**config.mk**
```make
export PLATFORM = sky130hd
export DESIGN_NAME = pool2x2_stream_engine
export DESIGN_NICKNAME = d
export VERILOG_FILES = /design/src/rtl/pool2x2_stream_engine.sv
export SDC_FILE = /design/constraint.sdc
export NUM_CORES = 1
export LEC_CHECK = 0
export ABC_AREA = 1
export CAP_MARGIN = 5
export CORE_MARGIN = 4
export CORE_UTILIZATION = 30
export CTS_BUF_LIST = sky130_fd_sc_hd__clkbuf_4 sky130_fd_sc_hd__clkbuf_8 sky130_fd_sc_hd__clkbuf_16
export DETAILED_ROUTE_END_ITERATION = 7
export DONT_BUFFER_PORTS = 1
export PLACE_DENSITY = 0.47
export SYNTH_ARGS = -nofsm -noshare
export SYNTH_HDL_FRONTEND = slang
export SYNTH_SLANG_ARGS = --single-unit
```
**constraint.sdc**
```tcl
create_clock -name clk -period 3.9 [get_ports clk]
set_clock_uncertainty 0.05 [all_clocks]
set_input_delay 1.17 -clock clk [delete_from_list [all_inputs] [get_ports clk]]
set_output_delay 1.17 -clock clk [all_outputs]
set_load 0.02 [all_outputs]
```
**src/rtl/pool2x2_stream_engine.sv**
```systemverilog
// Streaming 2x2 stride-2 max/average pooling of a raster-order signed feature map.
// Two-stage pipeline: result on valid_out 2 cycles after the window's last pixel; a stalled output freezes the whole pipe.
module pool2x2_stream_engine #(
  parameter  int DATA_W     = 8,
  parameter  int MAP_WIDTH  = 28,
  parameter  int MAP_HEIGHT = 28,
  localparam int OUT_W      = MAP_WIDTH / 2,
  localparam int OUT_H      = MAP_HEIGHT / 2
) (
  input  logic                     clk,
  input  logic                     rst_n,
  input  logic                     clear,
  input  logic                     mode_avg,
  input  logic                     valid_in,
  output logic                     ready_in,
  input  logic signed [DATA_W-1:0] pixel_in,
  output logic                     valid_out,
  input  logic                     ready_out,
  output logic signed [DATA_W-1:0] pixel_out,
  output logic                     frame_done
);

  localparam int CW        = $clog2(MAP_WIDTH);
  localparam int RW        = $clog2(MAP_HEIGHT);
  localparam int OUT_TOTAL = OUT_W * OUT_H;
  localparam int OCW       = (OUT_TOTAL > 1) ? $clog2(OUT_TOTAL) : 1;

  localparam logic [CW-1:0]  COL_LAST     = CW'(MAP_WIDTH - 1);
  localparam logic [CW-1:0]  COL_TRIG_MAX = CW'(2 * OUT_W - 1);
  localparam logic [RW-1:0]  ROW_LAST     = RW'(MAP_HEIGHT - 1);
  localparam logic [RW-1:0]  ROW_TRIG_MAX = RW'(2 * OUT_H - 1);
  localparam logic [OCW-1:0] OUT_LAST     = OCW'(OUT_TOTAL - 1);

  logic [CW-1:0]  col;
  logic [RW-1:0]  row;
  logic [OCW-1:0] out_cnt;
  logic           mode_q;

  logic signed [DATA_W-1:0] line_buf [MAP_WIDTH];
  logic signed [DATA_W-1:0] prev_pix;
  logic signed [DATA_W-1:0] prev_top;

  logic                     s1_valid;
  logic                     s1_mode;
  logic signed [DATA_W:0]   s1_top;
  logic signed [DATA_W:0]   s1_bot;
  logic                     out_vld_q;

  logic advance;
  logic accept;
  logic first_pix;
  logic trigger;
  logic out_fire;

  assign advance    = !out_vld_q || ready_out;
  assign ready_in   = advance && !clear;
  assign accept     = valid_in && ready_in;
  assign first_pix  = (col == '0) && (row == '0);
  assign trigger    = accept && col[0] && row[0] &&
                      (col <= COL_TRIG_MAX) && (row <= ROW_TRIG_MAX);
  assign valid_out  = out_vld_q && !clear;
  assign out_fire   = valid_out && ready_out;
  assign frame_done = out_fire && (out_cnt == OUT_LAST);

  // Window corners; line_buf[col] still holds the previous row until this accept writes it.
  logic signed [DATA_W-1:0] win_tl;
  logic signed [DATA_W-1:0] win_tr;
  logic signed [DATA_W-1:0] win_bl;
  logic signed [DATA_W-1:0] win_br;

  assign win_tl = prev_top;
  assign win_tr = line_buf[col];
  assign win_bl = prev_pix;
  assign win_br = pixel_in;

  logic signed [DATA_W-1:0] top_max;
  logic signed [DATA_W-1:0] bot_max;
  logic signed [DATA_W:0]   top_sum;
  logic signed [DATA_W:0]   bot_sum;
  logic signed [DATA_W:0]   s1_top_d;
  logic signed [DATA_W:0]   s1_bot_d;

  always_comb begin
    top_max  = (win_tl > win_tr) ? win_tl : win_tr;
    bot_max  = (win_bl > win_br) ? win_bl : win_br;
    top_sum  = (DATA_W+1)'(win_tl) + (DATA_W+1)'(win_tr);
    bot_sum  = (DATA_W+1)'(win_bl) + (DATA_W+1)'(win_br);
    s1_top_d = mode_q ? top_sum : (DATA_W+1)'(top_max);
    s1_bot_d = mode_q ? bot_sum : (DATA_W+1)'(bot_max);
  end

  // Average of four DATA_W values always fits DATA_W, so dropping the two LSBs is an exact floor.
  logic signed [DATA_W+1:0] pair_sum;
  logic signed [DATA_W:0]   pair_max;
  logic signed [DATA_W-1:0] s2_res;
  logic                     unused_bits;

  always_comb begin
    pair_sum = (DATA_W+2)'(s1_top) + (DATA_W+2)'(s1_bot);
    pair_max = (s1_top > s1_bot) ? s1_top : s1_bot;
    s2_res   = s1_mode ? pair_sum[DATA_W+1:2] : pair_max[DATA_W-1:0];
  end

  assign unused_bits = ^{pair_sum[1:0], pair_max[DATA_W]};

  always_ff @(posedge clk) begin
    if (accept) begin
      line_buf[col] <= pixel_in;
    end
  end

  always_ff @(posedge clk or negedge rst_n) begin
    if (!rst_n) begin
      col      <= '0;
      row      <= '0;
      mode_q   <= 1'b0;
      prev_pix <= '0;
      prev_top <= '0;
    end else if (clear) begin
      col <= '0;
      row <= '0;
    end else if (accept) begin
      prev_pix <= pixel_in;
      prev_top <= win_tr;
      if (first_pix) begin
        mode_q <= mode_avg;
      end
      if (col == COL_LAST) begin
        col <= '0;
        row <= (row == ROW_LAST) ? '0 : row + 1'b1;
      end else begin
        col <= col + 1'b1;
      end
    end
  end

  // The mode travels with each window so a new frame can start while the old one drains.
  always_ff @(posedge clk or negedge rst_n) begin
    if (!rst_n) begin
      s1_valid  <= 1'b0;
      s1_mode   <= 1'b0;
      s1_top    <= '0;
      s1_bot    <= '0;
      out_vld_q <= 1'b0;
      pixel_out <= '0;
    end else if (clear) begin
      s1_valid  <= 1'b0;
      out_vld_q <= 1'b0;
    end else if (advance) begin
      s1_valid  <= trigger;
      out_vld_q <= s1_valid;
      if (trigger) begin
        s1_top  <= s1_top_d;
        s1_bot  <= s1_bot_d;
        s1_mode <= mode_q;
      end
      if (s1_valid) begin
        pixel_out <= s2_res;
      end
    end
  end

  always_ff @(posedge clk or negedge rst_n) begin
    if (!rst_n) begin
      out_cnt <= '0;
    end else if (clear) begin
      out_cnt <= '0;
    end else if (out_fire) begin
      out_cnt <= (out_cnt == OUT_LAST) ? '0 : out_cnt + 1'b1;
    end
  end

endmodule

```
Yosys cells after proc, flatten, opt, wreduce, memory -nomap -nowiden
Memory sizes are Yosys's and may differ from the RTL's.
Cells that the tools add are included.
{ "totals": {"elab_cells": 74, "memories": 1, "in_bits": 14, "latch_bits": 0, "ram_bits": 224, "mem_bits_ro": 0, "register_bits": 64, "output_inout_bits": 11} }
{ "op_classes": {"multipliers": 0, "reduce_logical": 24, "n_lt_le_gt_ge": 5, "div": 0, "n_eq_ne": 3, "n_shift": 0, "n_bitwise": 1, "n_mux": 22, "add_sub_neg": 6} }
{ "mem_list": {"columns": ["memory", "words", "word_bits", "read_ports", "rd_ports_with_merged_regs", "wr", "line", "text"], "rows": [
  ["line_buf", 28, 8, 1, 0, 1, "39", "logic signed [DATA_W-1:0] line_buf [MAP_WIDTH];"]
]} }
{ "op_table": {"columns": ["cell", "count"], "rows": [
  ["$mux 8", 7],
  ["$mux 5", 7],
  ["$add 8x8->9", 2],
  ["$mux 9", 2],
  ["$gt 8x8->1", 2],
  ["$add 5x1->5 const B", 2],
  ["$add 9x9->10", 1],
  ["$eq 5x5->1 const B", 2],
  ["$le 5x5->1 const B", 2],
  ["$logic_and 1x1->1", 10],
  ["$logic_not 5->1", 2],
  ["$gt 9x9->1", 1],
  ["$reduce_and 3->1", 3],
  ["$add 8x1->8 const B", 1],
  ["$eq 8x8->1 const B", 1],
  ["$reduce_bool 2->1", 4],
  ["$mux 1", 6],
  ["$reduce_and 2->1", 2],
  ["$logic_not 1->1", 2],
  ["$logic_or 1x1->1", 1],
  ["$not 1->1", 1]
]} }

Depth between registers and ports, before layout
{ "logic_depth": {"depth_word": 10, "ltp_mapped": 29, "ltp_nobuf": 26} }

Worst setup path before layout
No wires, ideal clock.
{ "synth_timing": {"path_type": "in2out", "startpoint": "in clear", "endpoint": "out frame_done", "n_path_buf": 0, "required_time_ns": 2.680, "path_slack_ns": 0.519, "stages": 3, "t_arrival_ns": 2.161, "cell_sequence": "nor2_1 nand2_1 nor3_1"} }
{ "synth_between": {"elab_chain_len": 4} }
{ "synth_lines": {"columns": ["item", "line", "text"], "rows": [
  ["start, declared", "12", "input logic clear,"],
  ["$logic_not 1->1", "61", "assign valid_out = out_vld_q && !clear;"],
  ["$logic_and 1x1->1", "61", null],
  ["$logic_and 1x1->1", "62", "assign out_fire = valid_out && ready_out;"],
  ["$logic_and 1x1->1", "63", "assign frame_done = out_fire && (out_cnt == OUT_LAST);"],
  ["end, declared", "20", "output logic frame_done"]
]} }
Every way passes these cells.

Worst setup path after layout
{ "layout_timing": {"startpoint": "reg col[0]", "endpoint": "reg s1_top[7]"} }
{ "layout_between": {"elab_cells_between_ends": 11, "classes_between": "add/sub: 1; order compare: 2; mux: 2; reduce/logical: 5; memory: 1"} }
{ "layout_rtl": {"columns": ["item", "line", "text"], "rows": [
  ["start, declared", "34", "logic [CW-1:0] col;"],
  ["start signal, assigned", "132", "col <= col + 1'b1;"],
  ["$mem_v2 28x8 *", null, null],
  ["named net win_tr[5]", "67", "logic signed [DATA_W-1:0] win_tr;"],
  ["$gt 8x8->1", "84", "top_max = (win_tl > win_tr) ? win_tl : win_tr;"],
  ["$mux 8", "84", null],
  ["$mux 9 *", "88", "s1_top_d = mode_q ? top_sum : (DATA_W+1)'(top_max);"],
  ["end signal, assigned", "153", "s1_top <= s1_top_d;"],
  ["end, declared", "45", "logic signed [DATA_W:0] s1_top;"]
]} }
Mark *: on every way through the listed nets, which the timed path passes. The rest lies on a longest branch.
A chain may end at the register's enable or synchronous reset.

==> results.cfg <==
[die]
core_mm2 = 0.04675
die-area_mm2 = 0.05099
initial_core_util_pct = 30.44
ios = 25
rows = 79
die_w_um = 225.8
die_h_um = 225.8

[timing]
slew_viol_final = 0
finalSetupViolCount = 0
layout_setup_ws_ps = 345.2
rsz0062_at_grt = no
hold_viol = 0
maxSlewHeadroom_pct = 43.14
tightest_slew_ps = 849.8
layout_worst_path_cycle_share_pct = 91.15
fin_setup_tns_ps = 0
layout_min_cycle_time_ps = 3555
clock.fmax_ghz = 0.2813

[yosys]
synth_edf_count = 224
seq_area_frac_synth_pct = 58.51
synth.distinct_cells = 44
synthArstFlopShare_pct = 22.22
synth_area_leaders = edfxtp_1 (47%), dfrtp_1 (11%), nand2_1 (9.2%)
syn_area_per_cell_um2 = 9.420
yosys_warnings = 0
syn-cell-area_mm2 = 0.01423
yosysTopAreaCellShare_pct = 47.26
synth_area_leader_cell = edfxtp_1
syn_nets = 1584
synth_seq_cells = 288
synthCells = 1511
dominantRegCellSynth = edfxtp_1

[worst_setup_path]
cp-endpoint = s1_top[7]$_DFFE_PN0P_
crit_chain = inv_6 > buf_12 > o21ai_0 > o22ai_1 > nand2_1 > nand2_1 > nand2_1 > nand3_1 > inv_1 > ha_1 > inv_2 > nor3_1 > nand2_1 > nand2_1 > nand2_1 > nand2_1 > nand2_1 > nand2_1 > nand2_1 > nand2_1 > nand2_1 > nand2_1 > nand2_1
critical_path_class = reg2reg
rr_endpoint = s1_top[7]$_DFFE_PN0P_
required_ps = 4270
rrSetupSlack_ps = 350
startpoint = col[0]$_DFFE_PN0P_
crit_arrival_ps = 3920
cpMaxStageDelayCell = dfrtp_4
r2r_cells = 23
path_max_fanout = 31
slowest_delay_ps = 560
crit_top_cell = nand2_1
cp-start-kind = flop
rr_startpoint = col[0]$_DFFE_PN0P_
worst_setup_path_end_kind = flop

[clock_network]
tritoncts = done
clk_latency_ps = 530
htree_levels = 2
clockBufferDepth = 3
clock_sinks = 288
cts_buffers = 34
clockRootBuffer = clkbuf_16
clk_pin_slew_ps = 70
cts_hold_buf = 0

[pwr]
p_seq_share_pct = 43.7
swShare_pct = 25.94
internal_power_mw = 5.800
clockPowerShare_pct = 42.9
power.switching_mw = 2.032
leakage_nw = 6.830
power.density_mw_per_mm2 = 480.4
comb_power_share_pct = 13.4
peakVddDrop_mv = 0.3244

[finish]
final_cell_mix = nand2_1 (349), nor2_1 (233), edfxtp_1 (224), inv_1 (157), o21ai_0 (134)
n_antenna_cell = 0
area_growth_syn_to_layout_pct = 14.53
fill_cells = 4727
fin_nets = 1608
mostFrequentLayoutCell = nand2_1
layout-drive-gt1-share_pct = 7.880

[placement]
portBuffers = 0
place_ws_ps = 269.4
dp_hpwl_um = 23990
gp_congestion = 0.8281

[grt]
grt_use_total_pct = 14.55
grt_max_degree = 65
grt_antenna_before_repair = 0
grt_pass1_wl_um = 58320
grt_pass1_vias = 10080
grt_remaining_overflow = 0

[run_status]
status = finished, final reports clean

[flow_run]
drv_cap = 0

[routing]
ant_nets = 0
via_count = 10160
drc = 0
drtIter0Drc = 697
dr.pass1.iters = 5
post_drt_via_cell_ratio = 4.686
totalWireLength_um = 37030
avgRoutedWirePerCell_um = 17.08

[worst_hold_path]
hold_path.class = in2async
cells by family after synthesis:
group,count (synthesis),synth area share (%)
adder cells (fa/ha/maj),59,5.292
AND/OR/NAND/NOR,689,19.78
flip-flops,288,58.51
AO/OA/AOI/OAI,247,9.292
buffers and inverters,214,6.268
XOR/XNOR,14,0.8615
worst min-delay path by stage:
| stage | startpoint | endpoint |
|---|---|---|
| after detailed placement | s1_bot[8]$_DFFE_PN0P_ | s1_bot[8]$_DFFE_PN0P_ |
| final | rst_n | prev_top[6]$_DFFE_PN0P_ |
| after global routing | rst_n | prev_top[6]$_DFFE_PN0P_ |
| after CTS | rst_n | prev_top[5]$_DFFE_PN0P_ |
| after global placement | s1_bot[8]$_DFFE_PN0P_ | s1_bot[8]$_DFFE_PN0P_ |
| after floorplan | s1_bot[7]$_DFFE_PN0P_ | s1_bot[7]$_DFFE_PN0P_ |
flip-flops by register name (all words and copies together) (netlist names):
name / count
line_buf: 224
s1_bot: 9
s1_top: 9
out_cnt: 8
pixel_out: 8
prev_pix: 8
prev_top: 8
col: 5
row: 5
mode_q: 1
out_vld_q: 1
s1_mode: 1
s1_valid: 1
power groups by stage:
stage / Sequential (mW) / Combinational [mW] / Clock [mW]
finish: 3.42 / 1.05 / 3.36
global route: 3.43 / 1.19 / 3.59
CTS: 3.42 / 1.05 / 3.47
detailed placement: 3.49 / 1.04 / 0
global placement: 3.49 / 1.05 / 0
floorplan: 3.45 / 0.779 / 0
synthesized netlist by cell type (3+ instances only):
cell type	number
buf_4	6
nand2_1	349
nor2_1	233
nor3_1	7
o211ai_1	4
inv_1	157
buf_2	21
nand3_1	69
nand4_1	12
ha_1	57
o21bai_1	5
a21oi_1	47
edfxtp_1	224
a31oi_1	7
dfrtp_1	64
nand3_2	6
or2_2	3
o22ai_1	16
clkbuf_1	18
inv_2	3
o21ai_1	24
xor2_1	13
o31ai_1	3
buf_6	5
o21ai_0	134
through the flow:
stage               cell area (um^2)  hold slack [ps]  std cells  power (mW)  utilization [%]
global route                   16300            247.4       2168       8.208            34.87
global placement               15090            450.2       2104       4.540            32.27
CTS                            16280            247.4       2166       7.941            34.82
floorplan                      14230            424.4       1511       4.233                -
detailed placement             15090            447.6       2104       4.529            32.27
finish                         16300            285.9       2168       7.831            34.87
critical path, delay by kind of cell, from the launching register on:
family                     cells  cell delay (ps)
AOI/OAI and AO/OA              2              260
adders and majority gates      1              360
buffers and inverters          4              550
DFF                            1              560
and+or+nand+nor               16             1650
what timing repair did:
action | 4_1_cts | 5_1_grt
setup endpoints to repair | 0 | 4
gates resized for setup | 0 | 2
buffers inserted | 0 | 2
final cells by class:
class	count	area, um^2	area share, %
inverters	162	613.1	3.761
clock buffers	47	1013	6.217
multi-input cells	1009	5020	30.79
repair buffers	40	387.9	2.379
well taps	607	759.5	4.659
clock inverters	15	175.2	1.075
flip-flops and latches	288	8333	51.12
metal layers:
layer	share of wire, %	up-vias	GRT usage (%)
met4	2.1	0	3.893
met5	0	-	0
met3	4.5	45	2.834
met1	46	4843	19.72
li1	-	5084	-
met2	47	187	23.97
(Power assumes the default switching activity.)
==> edit (config.mk and constraints unchanged) <==
Reset style: synchronous (`rst_n`), changed in 3 clocked blocks.
--- a/src/rtl/pool2x2_stream_engine.sv
+++ b/src/rtl/pool2x2_stream_engine.sv
@@ -109,7 +109,7 @@
     end
   end
 
-  always_ff @(posedge clk or negedge rst_n) begin
+  always_ff @(posedge clk) begin
     if (!rst_n) begin
       col      <= '0;
       row      <= '0;
@@ -135,7 +135,7 @@
   end
 
   // The mode travels with each window so a new frame can start while the old one drains.
-  always_ff @(posedge clk or negedge rst_n) begin
+  always_ff @(posedge clk) begin
     if (!rst_n) begin
       s1_valid  <= 1'b0;
       s1_mode   <= 1'b0;
@@ -160,7 +160,7 @@
     end
   end
 
-  always_ff @(posedge clk or negedge rst_n) begin
+  always_ff @(posedge clk) begin
     if (!rst_n) begin
       out_cnt <= '0;
     end else if (clear) begin
Formal check against the unedited RTL: same outputs for any inputs over 4 cycles, from zero or initial values and one cycle with rst_n low; that may be too few to reach the edited logic, so the function may still have changed.
==> edit against the original RTL <==
- cell area shrank 2.7%
- area after synthesis shrank 0.82%
- die area shrank 0.79%
- wire length shrank 0.19%
- setup slack gained 0.14 ns
- sequential cell count grew 5
- critical path type unchanged
Power is not compared: it rests on default switching activity, and its combinational part moved more than twofold at a synthesized area within 25%.
==> edit: results (changes against the original RTL) <==
Critical path
  • CP Max Fanout: 26 (-16%)
  • Crit path DAT: 3.77 ns (-0.15 ns)
  • FF-to-FF setup slack: 0.49 ns (+0.14 ns)

Routing
  • DR iter-0 viols: 711 (+2.0%)
  • Vias/cell: 4.73 (+0.98%)
  • Routed wire length: 37.0 mm (-0.19%)

Synthesis
  • Ranking of synthesized cells by area: edfxtp_1 48%, dfxtp_1 9.8%, nand2_1 8.6%
  • Post-synthesis compound-gate area fraction: 10.2% (+0.92 points)
  • Post-Synth XOR/XNOR Area: 0.310% (-0.55 points)
  • Post-synth cell types: 37 (-16%)
  • Gate Count Post-Synth: 1526 (+0.99%)
  • Most frequent cells after synthesis: 325 x nand2_1, 224 x edfxtp_1, 194 x nor2_1
  • Post-Synth Adder-Cell Area: 5.34% (+0.044 points)
  • Async set-reset flop share out of synthesis: 0% (-22 points)

GRT
  • Largest net degree at the start of global routing: 75 (+15%)
  • Global Route Usage Sum: 14.6% (+0.019 points)
  • Vias in the first global route: 10400 (+2.7%)
  • Global-route wire length before repair: 58.6 mm (+0.40%)

Timing
  • Worst slew margin: 34.0% (-9.2 points)
  • Hold slack final: 0.413 ns (+0.127 ns)

Worst hold path
  • Hold Crit Class: flop to flop

Finish
  • Share of cells above drive strength 1: 6.95% (-0.93 points)

Pwr
  • Reg power frac: 49.5%

Placement
  • Final GP Congestion: 0.851 (+2.7%)
  • DP Wirelength: 24.2 mm (+0.73%)
  • Dpl cells: 2100 (-0.19%)
  • Post-DP Area: 14800 µm² (-2.0%)

Status
  • Status: completed
[edit: worst max-delay path, cell delays in order, from the launching register on]
cell and delay, ns:
dfxtp_4 0.37, inv_2 0.09, buf_4 0.30, buf_4 0.24, nand2_1 0.06, nand3_1 0.06
nand3_1 0.09, nand2_1 0.16, nand2_1 0.08, nand3_1 0.06, o21ai_1 0.11, ha_1 0.40
nand2_1 0.07, inv_1 0.07, nand2_1 0.05, nand2_1 0.05, nand2_1 0.06, nand2_1 0.06
nand2_1 0.04, nand2_1 0.12, nand2_2 0.19, or2_2 0.32, nand3_1 0.08, a21oi_1 0.08
[edit: layout make-up]
type / count / area [µm²]
Tap cell: 607 / 759
Fill cell: 4770 / 30700
Sequential cell: 293 / 8110
Clock buffer: 44 / 932
Inverter: 158 / 601
Multi-Input combinational cell: 1012 / 5040
Timing Repair Buffer: 30 / 275
Clock inverter: 17 / 140
[edit: per-stage QoR]
step	utilization (%)	power (mW)	worst slack, ns
floorplan	-	3.72	0.137
global placement	31.7	3.81	0.343
detailed placement	31.7	3.81	0.329
CTS	34.1	6.92	0.299
global route	34.1	7.09	0.121
finish	34.1	6.85	0.490
[edit: path summary, 6_finish.rpt]
check	to	cells past startpoint
setup / recovery	s1_top[2]	23
hold / removal	out_cnt[7]	1
setup reg to reg	s1_top[2]	23
hold reg to reg	out_cnt[7]	1
[edit: cell families after synthesis]
family	count (synthesis)
buf+inv	221
flops	293
simple gates	678
fa+ha+maj	59
compound gates	270
xor+xnor	5
[edit: per-layer routing]
layer / track usage [%] / vias to the layer above / share of wire (%)
met2: 24.5 / 139 / 47
met4: 4.55 / 0 / 2.9
li1: - / 5153 / -
met3: 1.99 / 59 / 3.2
met5: 0 / - / 0
met1: 19.6 / 4874 / 46
